===== src/rtl/bnn_cmd_if.sv =====
// Handshake and bus bundle between the command controller, SPI byte receiver,
// image buffer and BNN core.
interface bnn_cmd_if #(
    parameter int DATA_W   = 8,
    parameter int ADDR_W   = 7,
    parameter int RESULT_W = 4
);
    logic [DATA_W-1:0]   rx_data;
    logic                rx_valid;
    logic                rx_ready;
    logic [DATA_W-1:0]   tx_data;
    logic                tx_load;
    logic [3:0]          status_code;
    logic                buf_wr_en;
    logic [ADDR_W-1:0]   buf_wr_addr;
    logic [DATA_W-1:0]   buf_wr_data;
    logic                buf_wr_ready;
    logic                buf_clear;
    logic                buf_empty;
    logic                bnn_start;
    logic                result_valid;
    logic [RESULT_W-1:0] result_class;

    modport master (
        input  rx_data, rx_valid, buf_wr_ready, buf_empty, result_valid, result_class,
        output rx_ready, tx_data, tx_load, status_code, buf_wr_en, buf_wr_addr,
               buf_wr_data, buf_clear, bnn_start
    );

    modport slave (
        output rx_data, rx_valid, buf_wr_ready, buf_empty, result_valid, result_class,
        input  rx_ready, tx_data, tx_load, status_code, buf_wr_en, buf_wr_addr,
               buf_wr_data, buf_clear, bnn_start
    );
endinterface


===== src/rtl/bnn_cmd_controller.sv =====
// Command/sequencing FSM: decodes host bytes, streams an image into the buffer,
// starts the BNN and returns its class result on request.
module bnn_cmd_controller #(
    parameter int                DATA_W         = 8,
    parameter int                IMG_BYTES      = 113,
    parameter int                ADDR_W         = $clog2(IMG_BYTES),
    parameter int                RESULT_W       = 4,
    parameter int                TIMEOUT_CYCLES = 65535,
    parameter logic [DATA_W-1:0] CMD_IMG        = 'hFE,
    parameter logic [DATA_W-1:0] CMD_CLEAR      = 'hFD,
    parameter logic [DATA_W-1:0] CMD_READ       = 'hFC
) (
    input  logic     clk,
    input  logic     rst_n,
    bnn_cmd_if.master bus
);
    localparam int TCNT_W = (TIMEOUT_CYCLES == 0) ? 1 : $clog2(TIMEOUT_CYCLES + 1);
    localparam int TMAX   = (TIMEOUT_CYCLES == 0) ? 0 : TIMEOUT_CYCLES - 1;

    localparam logic [3:0] ST_IDLE   = 4'h0;
    localparam logic [3:0] ST_RXRDY  = 4'h1;
    localparam logic [3:0] ST_RXIMG  = 4'h2;
    localparam logic [3:0] ST_BUSY   = 4'h4;
    localparam logic [3:0] ST_RESULT = 4'h8;
    localparam logic [3:0] ST_ERROR  = 4'hE;

    typedef enum logic [2:0] {
        S_IDLE, S_WAIT_IMG, S_RX_IMG, S_BNN_RUN, S_RESULT, S_ERROR, S_CLEAR
    } state_t;

    state_t              state_q, state_d;
    logic [ADDR_W-1:0]   cnt_q, cnt_d;
    logic [TCNT_W-1:0]   tcnt_q, tcnt_d;
    logic [RESULT_W-1:0] result_q, result_d;
    logic [3:0]          status_q, status_d;
    logic [DATA_W-1:0]   tx_data_q, tx_data_d;
    logic                tx_load_q, tx_load_d;
    logic                bnn_start_q, bnn_start_d;

    logic in_img;
    logic rx_ready;
    logic accept;
    logic last_byte;
    logic timeout_hit;

    // Image states throttle the receiver with the buffer's write readiness.
    always_comb begin
        in_img = (state_q == S_WAIT_IMG) || (state_q == S_RX_IMG);
        case (state_q)
            S_WAIT_IMG, S_RX_IMG: rx_ready = bus.buf_wr_ready;
            S_CLEAR:              rx_ready = 1'b0;
            default:              rx_ready = 1'b1;
        endcase
        accept      = bus.rx_valid && rx_ready;
        last_byte   = (cnt_q == ADDR_W'(IMG_BYTES - 1));
        timeout_hit = (TIMEOUT_CYCLES != 0) && (tcnt_q == TCNT_W'(TMAX));
    end

    always_comb begin
        state_d     = state_q;
        cnt_d       = cnt_q;
        tcnt_d      = tcnt_q;
        result_d    = result_q;
        status_d    = status_q;
        tx_data_d   = tx_data_q;
        tx_load_d   = 1'b0;
        bnn_start_d = 1'b0;

        case (state_q)
            S_IDLE: begin
                if (accept) begin
                    if (bus.rx_data == CMD_IMG) begin
                        state_d  = S_WAIT_IMG;
                        cnt_d    = '0;
                        tcnt_d   = '0;
                        status_d = ST_RXRDY;
                    end else if (bus.rx_data == CMD_CLEAR) begin
                        state_d  = S_CLEAR;
                        result_d = '0;
                        status_d = ST_IDLE;
                    end else begin
                        status_d = ST_ERROR;
                    end
                end
            end
            // Every byte here is payload, including values matching command codes.
            S_WAIT_IMG, S_RX_IMG: begin
                if (accept) begin
                    tcnt_d = '0;
                    if (last_byte) begin
                        state_d     = S_BNN_RUN;
                        status_d    = ST_BUSY;
                        bnn_start_d = 1'b1;
                    end else begin
                        cnt_d    = cnt_q + 1'b1;
                        state_d  = S_RX_IMG;
                        status_d = ST_RXIMG;
                    end
                end else if (timeout_hit) begin
                    state_d  = S_ERROR;
                    status_d = ST_ERROR;
                end else if (tcnt_q != '1) begin
                    tcnt_d = tcnt_q + 1'b1;
                end
            end
            S_BNN_RUN: begin
                if (accept && (bus.rx_data == CMD_CLEAR)) begin
                    state_d  = S_CLEAR;
                    result_d = '0;
                    status_d = ST_IDLE;
                end else if (bus.result_valid) begin
                    result_d = bus.result_class;
                    state_d  = S_RESULT;
                    status_d = ST_RESULT;
                end
            end
            S_RESULT: begin
                if (accept && (bus.rx_data == CMD_READ)) begin
                    tx_data_d = DATA_W'(result_q);
                    tx_load_d = 1'b1;
                end else if (accept && (bus.rx_data == CMD_CLEAR)) begin
                    state_d  = S_CLEAR;
                    result_d = '0;
                    status_d = ST_IDLE;
                end
            end
            S_ERROR: begin
                if (accept && (bus.rx_data == CMD_CLEAR)) begin
                    state_d  = S_CLEAR;
                    result_d = '0;
                    status_d = ST_IDLE;
                end
            end
            S_CLEAR: begin
                result_d = '0;
                if (bus.buf_empty) begin
                    state_d  = S_IDLE;
                    status_d = ST_IDLE;
                end
            end
            default: begin
                state_d  = S_IDLE;
                status_d = ST_IDLE;
            end
        endcase
    end

    always_ff @(posedge clk) begin
        if (!rst_n) begin
            state_q     <= S_IDLE;
            cnt_q       <= '0;
            tcnt_q      <= '0;
            result_q    <= '0;
            status_q    <= ST_IDLE;
            tx_data_q   <= '0;
            tx_load_q   <= 1'b0;
            bnn_start_q <= 1'b0;
        end else begin
            state_q     <= state_d;
            cnt_q       <= cnt_d;
            tcnt_q      <= tcnt_d;
            result_q    <= result_d;
            status_q    <= status_d;
            tx_data_q   <= tx_data_d;
            tx_load_q   <= tx_load_d;
            bnn_start_q <= bnn_start_d;
        end
    end

    assign bus.rx_ready    = rx_ready;
    assign bus.buf_wr_en   = in_img && accept;
    assign bus.buf_wr_addr = in_img ? cnt_q : '0;
    assign bus.buf_wr_data = in_img ? bus.rx_data : '0;
    assign bus.buf_clear   = (state_q == S_CLEAR);
    assign bus.status_code = status_q;
    assign bus.tx_data     = tx_data_q;
    assign bus.tx_load     = tx_load_q;
    assign bus.bnn_start   = bnn_start_q;
endmodule


===== src/flat_wrapper.sv =====
// flat-port wrapper written by rule: the top's interface ports become plain ports
module bnn_cmd_controller_flat 
#(
    parameter int                DATA_W         = 8,
    parameter int                IMG_BYTES      = 113,
    parameter int                ADDR_W         = $clog2(IMG_BYTES),
    parameter int                RESULT_W       = 4,
    parameter int                TIMEOUT_CYCLES = 65535,
    parameter logic [DATA_W-1:0] CMD_IMG        = 'hFE,
    parameter logic [DATA_W-1:0] CMD_CLEAR      = 'hFD,
    parameter logic [DATA_W-1:0] CMD_READ       = 'hFC
)
  (clk, rst_n, bus_rx_data, bus_rx_valid, bus_buf_wr_ready, bus_buf_empty, bus_result_valid, bus_result_class, bus_rx_ready, bus_tx_data, bus_tx_load, bus_status_code, bus_buf_wr_en, bus_buf_wr_addr, bus_buf_wr_data, bus_buf_clear, bus_bnn_start);
  bnn_cmd_if #(.DATA_W(DATA_W), .ADDR_W(ADDR_W), .RESULT_W(RESULT_W)) bus_i ();
  input  logic clk;
  input  logic rst_n;
  input wire logic [$bits(bus_i.rx_data)-1:0] bus_rx_data;
  input wire logic [$bits(bus_i.rx_valid)-1:0] bus_rx_valid;
  input wire logic [$bits(bus_i.buf_wr_ready)-1:0] bus_buf_wr_ready;
  input wire logic [$bits(bus_i.buf_empty)-1:0] bus_buf_empty;
  input wire logic [$bits(bus_i.result_valid)-1:0] bus_result_valid;
  input wire logic [$bits(bus_i.result_class)-1:0] bus_result_class;
  output wire logic [$bits(bus_i.rx_ready)-1:0] bus_rx_ready;
  output wire logic [$bits(bus_i.tx_data)-1:0] bus_tx_data;
  output wire logic [$bits(bus_i.tx_load)-1:0] bus_tx_load;
  output wire logic [$bits(bus_i.status_code)-1:0] bus_status_code;
  output wire logic [$bits(bus_i.buf_wr_en)-1:0] bus_buf_wr_en;
  output wire logic [$bits(bus_i.buf_wr_addr)-1:0] bus_buf_wr_addr;
  output wire logic [$bits(bus_i.buf_wr_data)-1:0] bus_buf_wr_data;
  output wire logic [$bits(bus_i.buf_clear)-1:0] bus_buf_clear;
  output wire logic [$bits(bus_i.bnn_start)-1:0] bus_bnn_start;
  assign bus_i.rx_data = bus_rx_data;
  assign bus_i.rx_valid = bus_rx_valid;
  assign bus_i.buf_wr_ready = bus_buf_wr_ready;
  assign bus_i.buf_empty = bus_buf_empty;
  assign bus_i.result_valid = bus_result_valid;
  assign bus_i.result_class = bus_result_class;
  assign bus_rx_ready = bus_i.rx_ready;
  assign bus_tx_data = bus_i.tx_data;
  assign bus_tx_load = bus_i.tx_load;
  assign bus_status_code = bus_i.status_code;
  assign bus_buf_wr_en = bus_i.buf_wr_en;
  assign bus_buf_wr_addr = bus_i.buf_wr_addr;
  assign bus_buf_wr_data = bus_i.buf_wr_data;
  assign bus_buf_clear = bus_i.buf_clear;
  assign bus_bnn_start = bus_i.bnn_start;
  bnn_cmd_controller #(.DATA_W(DATA_W), .IMG_BYTES(IMG_BYTES), .ADDR_W(ADDR_W), .RESULT_W(RESULT_W), .TIMEOUT_CYCLES(TIMEOUT_CYCLES), .CMD_IMG(CMD_IMG), .CMD_CLEAR(CMD_CLEAR), .CMD_READ(CMD_READ)) u_core (.clk(clk), .rst_n(rst_n), .bus(bus_i));
endmodule

===== config.mk =====
export PLATFORM = sky130hd
export DESIGN_NAME = bnn_cmd_controller_flat
export DESIGN_NICKNAME = d
export VERILOG_FILES = /design/src/rtl/bnn_cmd_if.sv /design/src/rtl/bnn_cmd_controller.sv /design/src/flat_wrapper.sv
export SDC_FILE = /design/constraint.sdc
export NUM_CORES = 1
export LEC_CHECK = 0
export CORE_MARGIN = 10
export CORE_UTILIZATION = 52
export CTS_CLUSTER_SIZE = 10
export DETAILED_ROUTE_END_ITERATION = 12
export GPL_TIMING_DRIVEN = 0
export PLACE_DENSITY_LB_ADDON = 0.2
export SLEW_MARGIN = 5
export SYNTH_ARGS = -nofsm -noshare
export SYNTH_HDL_FRONTEND = slang
export SYNTH_SLANG_ARGS = --single-unit

===== constraint.sdc =====
create_clock -name clk -period 2.1 [get_ports clk]
set_input_delay 0.315 -clock clk [delete_from_list [all_inputs] [get_ports clk]]
set_output_delay 0.315 -clock clk [all_outputs]
set_load 0.05 [all_outputs]

==> impl_summary.txt <==
----------------------------------------------------
[Outcome]
  Status ... finished, final reports clean

[STA]
  Hold Violations, Final ... 0
  Final Skew ... 0.00920 ns
  Fin. max-slew vios ... 0
  Final count of negative-setup-slack endpoints ... 0
  Worst slew margin ... 0.528
  Final period util ... 0.966
  Transition time of the tightest slew-check pin ... 0.701 ns
  WHS ... 0.440 ns
  Final critical path time including I/O delays and setup ... 2.03 ns
  Maximum frequency from static timing analysis ... 493 MHz

[Floorplanning]
  IO Count ... 50
  Starting Density ... 0.548
  Std-Cell Core Area ... 0.00482 mm2
  Die Outline Area ... 0.00832 mm2
  Die X-Extent ... 91.2 um
  Number of core rows ... 25
  Chip Height ... 91.2 um

[Critical path]
  Worst R2R Path Depth ... 6
  Arrival time at the worst endpoint ... 2.22 ns
  Register-to-register setup slack ... 0.13 ns
  Critical path type ... in -> reg
  Worst flop-to-flop path startpoint ... u_core.tcnt_q[1]
  R2r endpoint ... u_core.tcnt_q[14]
  Kind of start point of the critical path ... input pin
  Required time reported for the critical path endpoint ... 2.29 ns
  Sort of element at the end of the critical path ... flop
  Max FO, Critical Path ... 10

[Yosys]
  Dominant register cell in the synthesized netlist ... sky130_fd_sc_hd__dfxtp_1
  Post-Synthesis Mean Instance Area ... 8.38 um2
  Fraction of post-synthesis cell area in the top cell type by area ... 0.303
  Post-Synthesis Cell Area ... 0.00264 mm2
  Count of warnings emitted by yosys ... 0
  Yosys top cell by area ... sky130_fd_sc_hd__dfxtp_1
  Most instantiated library cell after synthesis ... sky130_fd_sc_hd__dfxtp_1
  Share of synthesized flip-flops with an asynchronous set or reset ... 0
  Cell types with the highest counts after synthesis ... 40 x sky130_fd_sc_hd__dfxtp_1, 27 x sky130_fd_sc_hd__nand2_1, 25 x sky130_fd_sc_hd__nor2_1
  Distinct cell type count after synthesis ... 67
  Top cells by area in the synthesized netlist ... sky130_fd_sc_hd__dfxtp_1 30%, sky130_fd_sc_hd__mux2i_1 4.9%, sky130_fd_sc_hd__nand3_1 4.4%, sky130_fd_sc_hd__and3_1 4.3%, sky130_fd_sc_hd__a21oi_1 4.0%
  Number of instances in the synthesized netlist ... 315
  Sequential fraction of the synthesis area ... 0.303
  Post-synthesis register bit count ... 40
  Number of synthesized flops with an enable pin ... 0

[Global route]
  Met1 track demand over resource in global routing ... 0.207
  Global-route usage over all layers ... 0.171
  Grt met3 use ... 0.0667
  Number of global-route vias before repair ... 2578
  Busiest grt layer ... met2
  Largest net degree at the start of global routing ... 14
  Global route total overflow ... 0
  Met2 Resource Use GR ... 0.282
  Antenna violations before repair ... 0
  First-pass GRT wire length ... 12.2 mm

[Clock network]
  Post-CTS clock slew at the launch and capture registers of the worst setup and hold paths ... 0.08 ns
  Total clock buffers created by CTS ... 5
  TritonCTS clock tree ... done
  Buffer levels on the longest clock path ... 2
  Clock network latency to the later pin of the worst-skew pair ... 0.30 ns
  Clock tree root buffer cell ... sky130_fd_sc_hd__clkbuf_8
  Number of hold buffers added after CTS ... 0
  Number of H-tree levels ... 2
  CTS Sinks ... 40

[Route]
  Via count ... 2653
  Number of design rule violations left after detail routing ... 0
  Initial DRC count ... 178
  ANT nets after route ... 0
  Total detailed-routing wirelength ... 7.25 mm
  Vias/cell ... 6.06
  Routed wire length per instance ... 16.6 um
  Total iterations of the first detailed-routing run ... 4

[Placed design]
  Last weighted congestion value of the routability-driven placer ... 0.917
  Count of port buffers added during placement ... 43
  Final HPWL DP ... 5.29 mm

[Pwr]
  Leakage dissipation ... 1.25 nW
  Pwr/cell area ... 824 mW/mm2
  Worst IR Drop VDD ... 0.523 mV

[Cells and area]
  Nets ... 392
  Area Growth Syn to Fin ... 26.6%
  Total area of sequential cells ... 801 um2
  Antenna diode count ... 0
  Number of filler cells placed in the layout ... 416
  Final core utilization ... 0.693
  Fraction of layout cells with a size suffix above 1 ... 0.218
  Area used by multi-input combinational logic ... 0.00176 mm2

[Hold path]
  Hold Path Origin ... bus_rx_valid
  Tightest Hold Check Type ... in -> reg
  Number of cells on the worst hold path ... 4
  Min-Delay Endpoint ... u_core.bus.tx_load

[Job]
  Max-cap check violation count ... 0

----------------------------------------------------
-- layer usage --
layer	part of all wire	routed length, um
met3	0.090	651
met1	0.43	3110
met4	0.015	112
met2	0.47	3380
met5	0	0
-- critical path, cell delays in order --
cell and delay [ns]:
sky130_fd_sc_hd__clkdlybuf4s50_1 0.52, sky130_fd_sc_hd__a21o_2 0.23, sky130_fd_sc_hd__nand2b_1 0.12, sky130_fd_sc_hd__buf_2 0.25, sky130_fd_sc_hd__o221ai_4 0.21, sky130_fd_sc_hd__nor3b_4 0.25, sky130_fd_sc_hd__mux2_1 0.33
-- cell type report --
class | count | area share
inverter | 8 | 0.00937
clock buffer | 5 | 0.0206
tap | 67 | 0.0251
timing repair buffer | 45 | 0.120
sequential | 40 | 0.240
buffer | 22 | 0.0461
clock inverter | 3 | 0.0127
multi-input combinational | 248 | 0.526
-- per-stage QoR --
| step | power, mW | std cells | worst slack, ns | setup TNS [ns] | instance area, um2 |
|---|---|---|---|---|---|
| floorplan | 1.74 | 318 | 0.217 | 0 | 2650 |
| global placement | 2.04 | 428 | -0.530 | -10.50 | 3160 |
| detailed placement | 2.05 | 428 | -0.536 | -11.57 | 3160 |
| CTS | 2.69 | 436 | 0.00765 | 0 | 3250 |
| global route | 2.90 | 438 | -0.00798 | -0.00919 | 3340 |
| finish | 2.75 | 438 | 0.0712 | 0 | 3340 |
-- kinds of logic after synthesis --
kind of cell / count (synthesis) / share of synthesized area
flip-flops: 40 / 0.303
other: 1 / 0.00142
AND/OR/NAND/NOR: 148 / 0.329
buffers and inverters: 30 / 0.0645
XOR/XNOR: 4 / 0.0232
AO/OA/AOI/OAI: 73 / 0.202
adder cells (fa/ha/maj): 4 / 0.0190
multiplexers: 15 / 0.0578
-- worst max path at each step --
stage | end | startpoint | slack (ns) | cells past startpoint
6_report | u_core.state_q[0] | bus_buf_wr_ready | 0.07 | 7
5_1_grt | u_core.state_q[1] | bus_buf_wr_ready | -0.008 | 8
4_1_cts | bus_buf_wr_addr[3] | u_core.state_q[1] | 0.008 | 5
3_5_place_dp | bus_buf_wr_en | bus_buf_wr_ready | -0.54 | 5
3_3_place_gp | bus_buf_wr_en | bus_buf_wr_ready | -0.53 | 5
2_1_floorplan | u_core.bus.bnn_start | u_core.state_q[1] | 0.22 | 5
-- report_power, final --
group	internal, mW	total [mW]	switching [mW]
sequential	0.814	0.858	0.0433
clock	0.352	0.639	0.287
combinational	0.450	1.26	0.806
-- registers in the layout (all words and copies together) (netlist names) --
register                cells
u_core.tcnt_q              16
u_core.cnt_q                7
u_core.bus.status_code      4
u_core.bus.tx_data          4
u_core.result_q             4
u_core.state_q              3
u_core.bus.bnn_start        1
u_core.bus.tx_load          1
-- timing repair --
item,in CTS,in global routing
buffers inserted,0,2
hold endpoints to repair,0,0
resized for setup,91,30
endpoints found under the setup margin,26,34
pin swaps,1,3
-- layout by cell type (no fill, tap or decap), types with 5 or more instances in the layout --
master / instances
sky130_fd_sc_hd__clkbuf_4: 9
sky130_fd_sc_hd__inv_1: 7
sky130_fd_sc_hd__buf_4: 11
sky130_fd_sc_hd__nand2b_1: 6
sky130_fd_sc_hd__buf_6: 5
sky130_fd_sc_hd__nand2_1: 26
sky130_fd_sc_hd__mux2i_1: 13
sky130_fd_sc_hd__and3_1: 18
sky130_fd_sc_hd__a21oi_1: 20
sky130_fd_sc_hd__nand3_1: 23
sky130_fd_sc_hd__or4_1: 8
sky130_fd_sc_hd__nor2_1: 23
sky130_fd_sc_hd__buf_2: 6
sky130_fd_sc_hd__clkdlybuf4s50_1: 25
sky130_fd_sc_hd__o31ai_1: 6
sky130_fd_sc_hd__dfxtp_1: 40
sky130_fd_sc_hd__o21ai_0: 12
sky130_fd_sc_hd__clkbuf_8: 5
sky130_fd_sc_hd__or3_1: 6
Power figures use the tool's default switching activity.
